--- src/rtl/disp_pkg.sv ---
// Shared definitions for the MAX7219 display controller.
//   - MAX7219 register addresses
//   - Code-B blank nibble
//   - Controller FSM state type
//   - Packet builder: address in [15:8], data in [7:0]
package disp_pkg;

  localparam logic [7:0] REG_DIGIT0    = 8'h01;
  localparam logic [7:0] REG_DECODE    = 8'h09;
  localparam logic [7:0] REG_INTENSITY = 8'h0A;
  localparam logic [7:0] REG_SCANLIM   = 8'h0B;
  localparam logic [7:0] REG_SHUTDOWN  = 8'h0C;
  localparam logic [7:0] REG_DISPTEST  = 8'h0F;

  // Code-B value that drives a digit dark.
  localparam logic [3:0] BCD_BLANK = 4'hF;

  typedef enum logic [1:0] {INIT, IDLE, UPD} disp_state_t;

  function automatic logic [15:0] mk_pkt(input logic [7:0] addr, input logic [7:0] data);
    return {addr, data};
  endfunction

endpackage

--- src/rtl/max7219_ctrl_if.sv ---
// Handshake bundle between the display controller, its value source and the
// downstream 16-bit SPI packet sender.
//   val/val_vld/val_rdy : BCD value input handshake (nibble 0 = least-significant digit)
//   pkt/pkt_vld/pkt_rdy : packet output handshake
//   busy                : init or update in progress
// Modports: master = controller side, slave = source/sender side.
interface max7219_ctrl_if #(
  parameter int unsigned DIGITS = 4
);

  logic [4*DIGITS-1:0] val;
  logic                val_vld;
  logic                val_rdy;
  logic [15:0]         pkt;
  logic                pkt_vld;
  logic                pkt_rdy;
  logic                busy;

  modport master (
    input  val, val_vld, pkt_rdy,
    output val_rdy, pkt, pkt_vld, busy
  );

  modport slave (
    output val, val_vld, pkt_rdy,
    input  val_rdy, pkt, pkt_vld, busy
  );

endinterface

--- src/rtl/max7219_ctrl.sv ---
// MAX7219 display controller.
// After reset it sends the five-packet init sequence (shutdown off, display test
// off, scan limit, decode all, intensity), then idles. Each accepted BCD value is
// latched and written out as one digit-register packet per digit, digit 0 first.
// Ports:
//   clk  : clock
//   rst  : synchronous reset, active-high (shared with the downstream sender)
//   bus  : max7219_ctrl_if.master (val/val_vld/val_rdy, pkt/pkt_vld/pkt_rdy, busy)
// Parameters:
//   DIGITS    : displayed digits, 1..8
//   INTENSITY : brightness nibble for register 0x0A
// Build option: define DISP_LZ_BLANK_EN for leading-zero blanking (digit 0 never blanked).
module max7219_ctrl
  import disp_pkg::*;
#(
  parameter int unsigned DIGITS    = 4,
  parameter logic [3:0]  INTENSITY = 4'h8
) (
  input logic             clk,
  input logic             rst,
  max7219_ctrl_if.master  bus
);

  localparam int unsigned VW = 4 * DIGITS;
  localparam logic [2:0] INIT_LAST = 3'd4;
  localparam logic [2:0] UPD_LAST  = 3'(DIGITS - 1);

  disp_state_t   state_q, state_d;
  logic [2:0]    idx_q, idx_d;
  logic [VW-1:0] val_q, val_d;
  logic [15:0]   pkt_q, pkt_d;
  logic          pkt_vld_q, pkt_vld_d;
  logic          val_rdy_q, val_rdy_d;
  logic          busy_q, busy_d;

  logic [31:0]   val_pad;
  logic [3:0]    digit;
  logic [7:0]    digit_data;
  logic [15:0]   init_pkt;
  logic [15:0]   upd_pkt;
  logic [2:0]    last_idx;

  // Padding to the 8-digit maximum keeps the digit select index exactly sized.
  assign val_pad = 32'(val_q);
  assign digit   = val_pad[{idx_q, 2'b00} +: 4];

`ifdef DISP_LZ_BLANK_EN
  logic [7:0] blank_mask;

  // Bit d set when nibble d and every nibble above it are zero; digit 0 excluded.
  function automatic logic [7:0] lz_mask(input logic [31:0] v);
    logic [7:0] m;
    logic       zero_above;
    m          = '0;
    zero_above = 1'b1;
    for (int d = int'(DIGITS) - 1; d >= 1; d--) begin
      zero_above = zero_above && (v[4*d +: 4] == 4'h0);
      m[d]       = zero_above;
    end
    return m;
  endfunction

  assign blank_mask = lz_mask(val_pad);
  assign digit_data = {4'h0, blank_mask[idx_q] ? BCD_BLANK : digit};
`else
  assign digit_data = {4'h0, digit};
`endif

  assign upd_pkt = mk_pkt(REG_DIGIT0 + 8'(idx_q), digit_data);

  always_comb begin
    init_pkt = mk_pkt(REG_INTENSITY, {4'h0, INTENSITY});
    unique case (idx_q)
      3'd0:    init_pkt = mk_pkt(REG_SHUTDOWN, 8'h01);
      3'd1:    init_pkt = mk_pkt(REG_DISPTEST, 8'h00);
      3'd2:    init_pkt = mk_pkt(REG_SCANLIM, 8'(DIGITS - 1));
      3'd3:    init_pkt = mk_pkt(REG_DECODE, 8'hFF);
      default: init_pkt = mk_pkt(REG_INTENSITY, {4'h0, INTENSITY});
    endcase
  end

  always_comb begin
    state_d   = state_q;
    idx_d     = idx_q;
    val_d     = val_q;
    pkt_d     = pkt_q;
    pkt_vld_d = pkt_vld_q;
    val_rdy_d = val_rdy_q;
    busy_d    = busy_q;
    last_idx  = (state_q == INIT) ? INIT_LAST : UPD_LAST;

    unique case (state_q)
      INIT, UPD: begin
        if (!pkt_vld_q) begin
          // Load during the gap cycle so pkt never changes while pkt_vld is high.
          pkt_d     = (state_q == INIT) ? init_pkt : upd_pkt;
          pkt_vld_d = 1'b1;
        end else if (bus.pkt_rdy) begin
          pkt_vld_d = 1'b0;
          if (idx_q == last_idx) begin
            state_d   = IDLE;
            idx_d     = '0;
            val_rdy_d = 1'b1;
            busy_d    = 1'b0;
          end else begin
            idx_d = idx_q + 3'd1;
          end
        end
      end
      IDLE: begin
        if (bus.val_vld && val_rdy_q) begin
          val_d     = bus.val;
          idx_d     = '0;
          state_d   = UPD;
          val_rdy_d = 1'b0;
          busy_d    = 1'b1;
        end
      end
      default: state_d = INIT;
    endcase
  end

  always_ff @(posedge clk) begin
    if (rst) begin
      state_q   <= INIT;
      idx_q     <= '0;
      val_q     <= '0;
      pkt_q     <= 16'h0000;
      pkt_vld_q <= 1'b0;
      val_rdy_q <= 1'b0;
      busy_q    <= 1'b1;
    end else begin
      state_q   <= state_d;
      idx_q     <= idx_d;
      val_q     <= val_d;
      pkt_q     <= pkt_d;
      pkt_vld_q <= pkt_vld_d;
      val_rdy_q <= val_rdy_d;
      busy_q    <= busy_d;
    end
  end

  assign bus.pkt     = pkt_q;
  assign bus.pkt_vld = pkt_vld_q;
  assign bus.val_rdy = val_rdy_q;
  assign bus.busy    = busy_q;

endmodule
--- src/flat_wrapper.sv ---
// flat-port wrapper written by rule: the top's interface ports become plain ports
module max7219_ctrl_flat import disp_pkg::*;
#(
  parameter int unsigned DIGITS    = 4,
  parameter logic [3:0]  INTENSITY = 4'h8
)
  (clk, rst, bus_val, bus_val_vld, bus_pkt_rdy, bus_val_rdy, bus_pkt, bus_pkt_vld, bus_busy);
  max7219_ctrl_if #(.DIGITS(DIGITS)) bus_i ();
  input logic clk;
  input logic rst;
  input wire logic [$bits(bus_i.val)-1:0] bus_val;
  input wire logic [$bits(bus_i.val_vld)-1:0] bus_val_vld;
  input wire logic [$bits(bus_i.pkt_rdy)-1:0] bus_pkt_rdy;
  output wire logic [$bits(bus_i.val_rdy)-1:0] bus_val_rdy;
  output wire logic [$bits(bus_i.pkt)-1:0] bus_pkt;
  output wire logic [$bits(bus_i.pkt_vld)-1:0] bus_pkt_vld;
  output wire logic [$bits(bus_i.busy)-1:0] bus_busy;
  assign bus_i.val = bus_val;
  assign bus_i.val_vld = bus_val_vld;
  assign bus_i.pkt_rdy = bus_pkt_rdy;
  assign bus_val_rdy = bus_i.val_rdy;
  assign bus_pkt = bus_i.pkt;
  assign bus_pkt_vld = bus_i.pkt_vld;
  assign bus_busy = bus_i.busy;
  max7219_ctrl #(.DIGITS(DIGITS), .INTENSITY(INTENSITY)) u_core (.clk(clk), .rst(rst), .bus(bus_i));
endmodule
--- config.mk ---
export PLATFORM = sky130hd
export DESIGN_NAME = max7219_ctrl_flat
export DESIGN_NICKNAME = d
export VERILOG_FILES = /design/src/rtl/disp_pkg.sv /design/src/rtl/max7219_ctrl_if.sv /design/src/rtl/max7219_ctrl.sv /design/src/flat_wrapper.sv
export SDC_FILE = /design/constraint.sdc
export NUM_CORES = 1
export LEC_CHECK = 0
export ABC_AREA = 1
export CAP_MARGIN = 20
export CORE_UTILIZATION = 44
export CTS_BUF_LIST = sky130_fd_sc_hd__clkbuf_16
export DETAILED_ROUTE_END_ITERATION = 7
export PLACE_DENSITY_LB_ADDON = 0.08
export RECOVER_POWER = 50
export SYNTH_ARGS = -nofsm -noshare
export SYNTH_HDL_FRONTEND = slang
export SYNTH_SLANG_ARGS = --single-unit
export TNS_END_PERCENT = 5
--- constraint.sdc ---
create_clock -name clk -period 1.66 [get_ports clk]
set_clock_uncertainty 0.1 [all_clocks]
set_input_delay 0.166 -clock clk [delete_from_list [all_inputs] [get_ports clk]]
set_output_delay 0.166 -clock clk [all_outputs]
set_load 0.05 [all_outputs]
# Word level (Yosys, flattened, before mapping)
# Index checks and enable logic that the tools add are counted.
[op_classes]
n_addsub = 2
n_mul = 0
n_div = 0
order_cmp = 0
n_eq_ne = 10
shifts = 1
muxes = 25
n_bitwise = 1
n_reduce_logical = 10
[op_table]
columns = ["op", "n"]
rows = [
  ["11-bit one-hot mux with 4 select lines", 1],
  ["32-bit by 6-bit indexed part select with 4-bit output", 1],
  ["16-bit 2-to-1 mux", 1],
  ["3-bit 2-to-1 mux", 5],
  ["1-bit 2-to-1 mux", 10],
  ["2-bit 2-to-1 mux", 4],
  ["4-bit AND reduction", 2],
  ["3-bit by 2-bit == test with 1-bit output, second input constant", 2],
  ["2-bit by 1-bit inequality test with 1-bit output, second input constant", 3],
  ["3-bit one-hot mux with 2 select lines", 1],
  ["5-bit AND reduction", 1],
  ["1-bit by 3-bit adder with 4-bit output, first input constant", 1],
  ["1-bit one-hot mux with 2 select lines", 2],
  ["2-bit one-hot mux with 2 select lines", 1],
  ["2-bit AND reduction", 2],
  ["3-bit by 1-bit adder with 3-bit output, second input constant", 1],
  ["3-bit by 1-bit == test with 1-bit output, second input constant", 1],
  ["3-bit == test", 1],
  ["3-bit zero test", 1],
  ["2-bit by 1-bit == test with 1-bit output, second input constant", 1],
  ["2-bit == test, second input constant", 1],
  ["2-bit zero test", 1],
  ["2-bit inequality test, second input constant", 1],
  ["2-bit nonzero test", 1],
  ["3 further kinds", 3],
]
[word_totals]
register_bits = 40
latchBits = 0
ram_bits = 0
mem_bits_ro = 0
word_cells = 56
mem_count = 0

# Longest topological paths before layout
[logic_depth]
ltp_word = 7
ltp_mapped = 8

# Least setup slack after synthesis
# OpenSTA, ideal clock, no wires.
[synth_path]
kind = "reg-to-reg"
start = "register u_core.idx_q[0]"
end = "register u_core.pkt_q[0], in the netlist u_core.bus.pkt[0]"
setup_ps = 120
arrival_ps = 1400
t_required_ps = 1440
slack_ps = 40
path_stages_with_launch = 8
path_buffers = 1
path_cell_list = "dfxtp_1 > buf_4 > clkinv_1 > ha_1 > a21oi_1 > nand2_1 > a21oi_1 > a21oi_1"
[synth_between]
elab_chain_cells = 3
word_cells_on_any_way = 7
classes_between = "eq/ne (3); shift (1); mux (2); reduce/logical (1)"
[synth_rtl]
columns = ["item", "line_no", "rtl"]
rows = [
  ["from (decl)", "max7219_ctrl.sv:29", "logic [2:0] idx_q, idx_d;"],
  ["from (signal assigned)", "max7219_ctrl.sv:134", "idx_q <= idx_d;"],
  ["parallel branches: the longest is 2 deep, another holds 32-bit by 6-bit indexed part select with 4-bit output", "--", ""],
  ["16-bit 2-to-1 mux (*)", "max7219_ctrl.sv:96", "pkt_d = (state_q == INIT) ? init_pkt : upd_pkt;"],
  ["to (signal assigned)", "max7219_ctrl.sv:136", "pkt_q <= pkt_d;"],
  ["to (decl)", "max7219_ctrl.sv:31", "logic [15:0] pkt_q, pkt_d;"],
]
# Every way passes the cells marked *.
# A chain may end at the register's enable or synchronous reset.

# Worst setup path in the final report
[layout_path]
start = "register u_core.idx_q[1]"
end = "register u_core.pkt_q[8], in the netlist u_core.bus.pkt[8]"
[layout_between]
elab_chain_cells = 3
word_cells_on_any_way = 6
classes_between = "eq/ne (3); mux (2); reduce/logical (1)"
[layout_rtl]
columns = ["item", "line_no", "rtl"]
rows = [
  ["3-bit by 2-bit == test with 1-bit output (tied with other cells)", "max7219_ctrl.sv:73", "unique case (idx_q)"],
  ["11-bit one-hot mux with 4 select lines (*)", "max7219_ctrl.sv:73", ""],
  ["16-bit 2-to-1 mux (*)", "max7219_ctrl.sv:96", ""],
]
# Mark *: on every way between the ends. The rest lies on a longest branch, timed or not.

==> reports/qor.yml <==
die_h_um: 62.8
avgViaCountPerCell: 4.83
clk_path_buf_depth: 2
hp-start: "u_core.val_q[12]$_SDFFE_PP0P_"
fin_nets: 279
synth_seq_cells: 33
root_buffer: "clkbuf_16"
ys_warn_count: 0
grt_overflow_total: 0
wirelength_um: 3300
place_congestion: 0.889
rsz0062_at_grt: "true"
cp-start-kind: "register"
drive_above_1_share: 0.130
syn_avg_cell_area_um2: 7.43
io_pins: 39
reg2regPathDepth: 6
period_needed_ps: 1520
clk_latency_ps: 270
first_pass_iters: 4
post_synth_inst_count: 219
p_leak_nw: 0.837
finalCritPeriodShare: 0.915
num_vias: 1450
setup_viol: 0
hold_class: "reg -> reg"
path_cells: "inv_1, ha_1, o21ai_0, nand3_1, o21ai_0, a21oi_1"
slowest_stage: "dfxtp_1"
critPathCaptureType: "register"
clkTransAtPathRegs_ps: 50
grt.total_usage: 0.193
finish.instance_area_um2: 2010
crit_path_max_fanout: 7
critical-path-top-delay-family: "flip-flops"
grt_pass1_vias: 1371
clock_sinks: 33
drtAntennaViolNets: 0
coreArea_um2: 3440
min_to: "u_core.val_q[12]$_SDFFE_PP0P_"
netlist_area_um2: 1630
port_buffers: 34
drc: 0
fin_util: 0.585
ctsHtreeMaxLevel: 2
crit_type: "reg -> reg"
hold_viol_final: 0
setup_tns_ps: 0
tightest_slew_ps: 595
antenna_found_initial: 0
diodes: 0
whs_path_depth: 2
fin_total_pwr_mw: 1.93
r2r-end: "u_core.bus.pkt[8]$_SDFFE_PP0P_"
cts_tree: "done"
dieArea_um2: 3950
instances_no_fill: 300
path_depth: 6
r2r_slack_ps: 140
dp_cells: 293
first_iter_violations: 89
rows: 21
crit_arrival_ps: 1580
outcome: "finished, final reports clean"
layout_commonest_cell: "o21ai_0"
drv_slew: 0
slew_headroom: 0.605
start_util: 0.473
post-dp-hpwl_um: 2300
ys_seq_area_frac: 0.406
grt_first_pass_wirelength_um: 6020
syn2layout_area_growth_pct: 23.8
pwr_density_cell_nw_per_um2: 959
post-cts-setup-buffers: 0
drv_cap: 0
fmax_mhz: 658
post-place-ws_ps: 118
final_cell_mix: "o21ai_0 (35), dfxtp_1 (32), nor2_1 (31)"
hold_slack_ps: 344
ir_drop_mv: 0.559
fp.dieW_um: 62.8
setup_slack_ps: 141
cp_common_cell: "o21ai_0"
worst_path_largest_cell_delay_ps: 430
synthDistinctLibCells: 28
avgRoutedWirePerCell_um: 11.0
grt_start_max_net_pins: 27
required_ps: 1720
cp_num_buf_inv: 1
r2r-start: "u_core.idx_q[1]$_SDFFE_PP0P_"
numCtsBuffers: 5
ctsHoldBuffers: 0
place_area_um2: 1940
area by class of cell:
type	count	area (um2)
Clock inverter	2	7.51
Timing Repair Buffer	41	299
Fill cell	355	1430
Tap cell	46	57.6
Multi-Input combinational cell	150	777
Clock buffer	5	125
Sequential cell	33	662
Inverter	23	86.3
report_power, final:
| part | total [mW] | switching (mW) | internal (mW) |
|---|---|---|---|
| sequential | 0.829 | 0.0134 | 0.816 |
| clock | 0.834 | 0.300 | 0.534 |
| combinational | 0.268 | 0.175 | 0.0936 |
timing repair:
item / 4_1_cts / 5_1_grt
gates resized for setup: 0 / 2
setup endpoints to repair: 0 / 4
hold endpoints to repair: 0 / 0
state kept, by name, indices dropped and copies added (netlist names):
signal,count
u_core.bus.busy,1
u_core.bus.val_rdy,1
u_core.state_q,2
u_core.idx_q,3
u_core.bus.pkt,9
u_core.val_q,16
u_core.bus.pkt_vld,1
worst min-delay path: stages (launching register included):
cell and delay [ps]:
dfxtp_1 300, inv_1 50, a21oi_1 50
cells by family (layout without fill, tap and decap cells):
group	count (synthesis)	count (layout)	share of synthesized area
and+or+nand+nor	72	72	0.205
adders and majority gates	5	5	0.0384
other	1	4	0.00230
buffers and inverters	39	71	0.122
DFF	33	33	0.406
AOI/OAI and AO/OA	69	69	0.226
synth_stat cells:
library cell,n,area (um2)
nor2_4,1,11.3
dfxtp_1,33,661
a211oi_1,1,7.51
clkinv_1,1,3.75
nor2_1,30,113
buf_2,3,15.0
o211ai_1,1,7.51
o21ai_1,1,5.00
o21ai_0,35,175
nand3_1,5,25.0
nand2_4,1,11.3
o21ai_2,2,17.5
ha_1,5,62.6
o22ai_1,1,6.26
nor2_2,3,18.8
clkbuf_1,2,7.51
a21oi_2,2,17.5
inv_2,6,22.5
nand3_2,4,40.0
nand4_1,3,18.8
buf_6,2,22.5
nand2_1,24,90.1
inv_1,16,60.1
a21oi_1,25,125
a31oi_1,1,6.26
conb_1,1,3.75
nand2_2,1,6.26
buf_4,9,67.6
layer usage:
layer  vias up  global-route usage  part of all wire
li1        777                   -                 -
met1       632               0.244              0.50
met2        33               0.310              0.44
met3         8              0.0547             0.040
met4         0              0.0698             0.018
met5         -                   0                 0
how the worst max path moves through the flow:
stage                                       startpoint  slack [ps]                              to
final                     u_core.idx_q[1]$_SDFFE_PP0P_         140  u_core.bus.pkt[8]$_SDFFE_PP0P_
after global routing      u_core.idx_q[1]$_SDFFE_PP0P_         -20  u_core.bus.pkt[9]$_SDFFE_PP0P_
after CTS                 u_core.idx_q[0]$_SDFFE_PP0P_          60  u_core.bus.pkt[8]$_SDFFE_PP0P_
after detailed placement  u_core.idx_q[0]$_SDFFE_PP0P_         120  u_core.bus.pkt[9]$_SDFFE_PP0P_
after global placement                     bus_val_vld         130    u_core.val_q[7]$_SDFFE_PP0P_
after floorplan           u_core.idx_q[0]$_SDFFE_PP0P_          40  u_core.bus.pkt[0]$_SDFFE_PP0P_
Note: power is estimated with default switching activity, not from simulation.
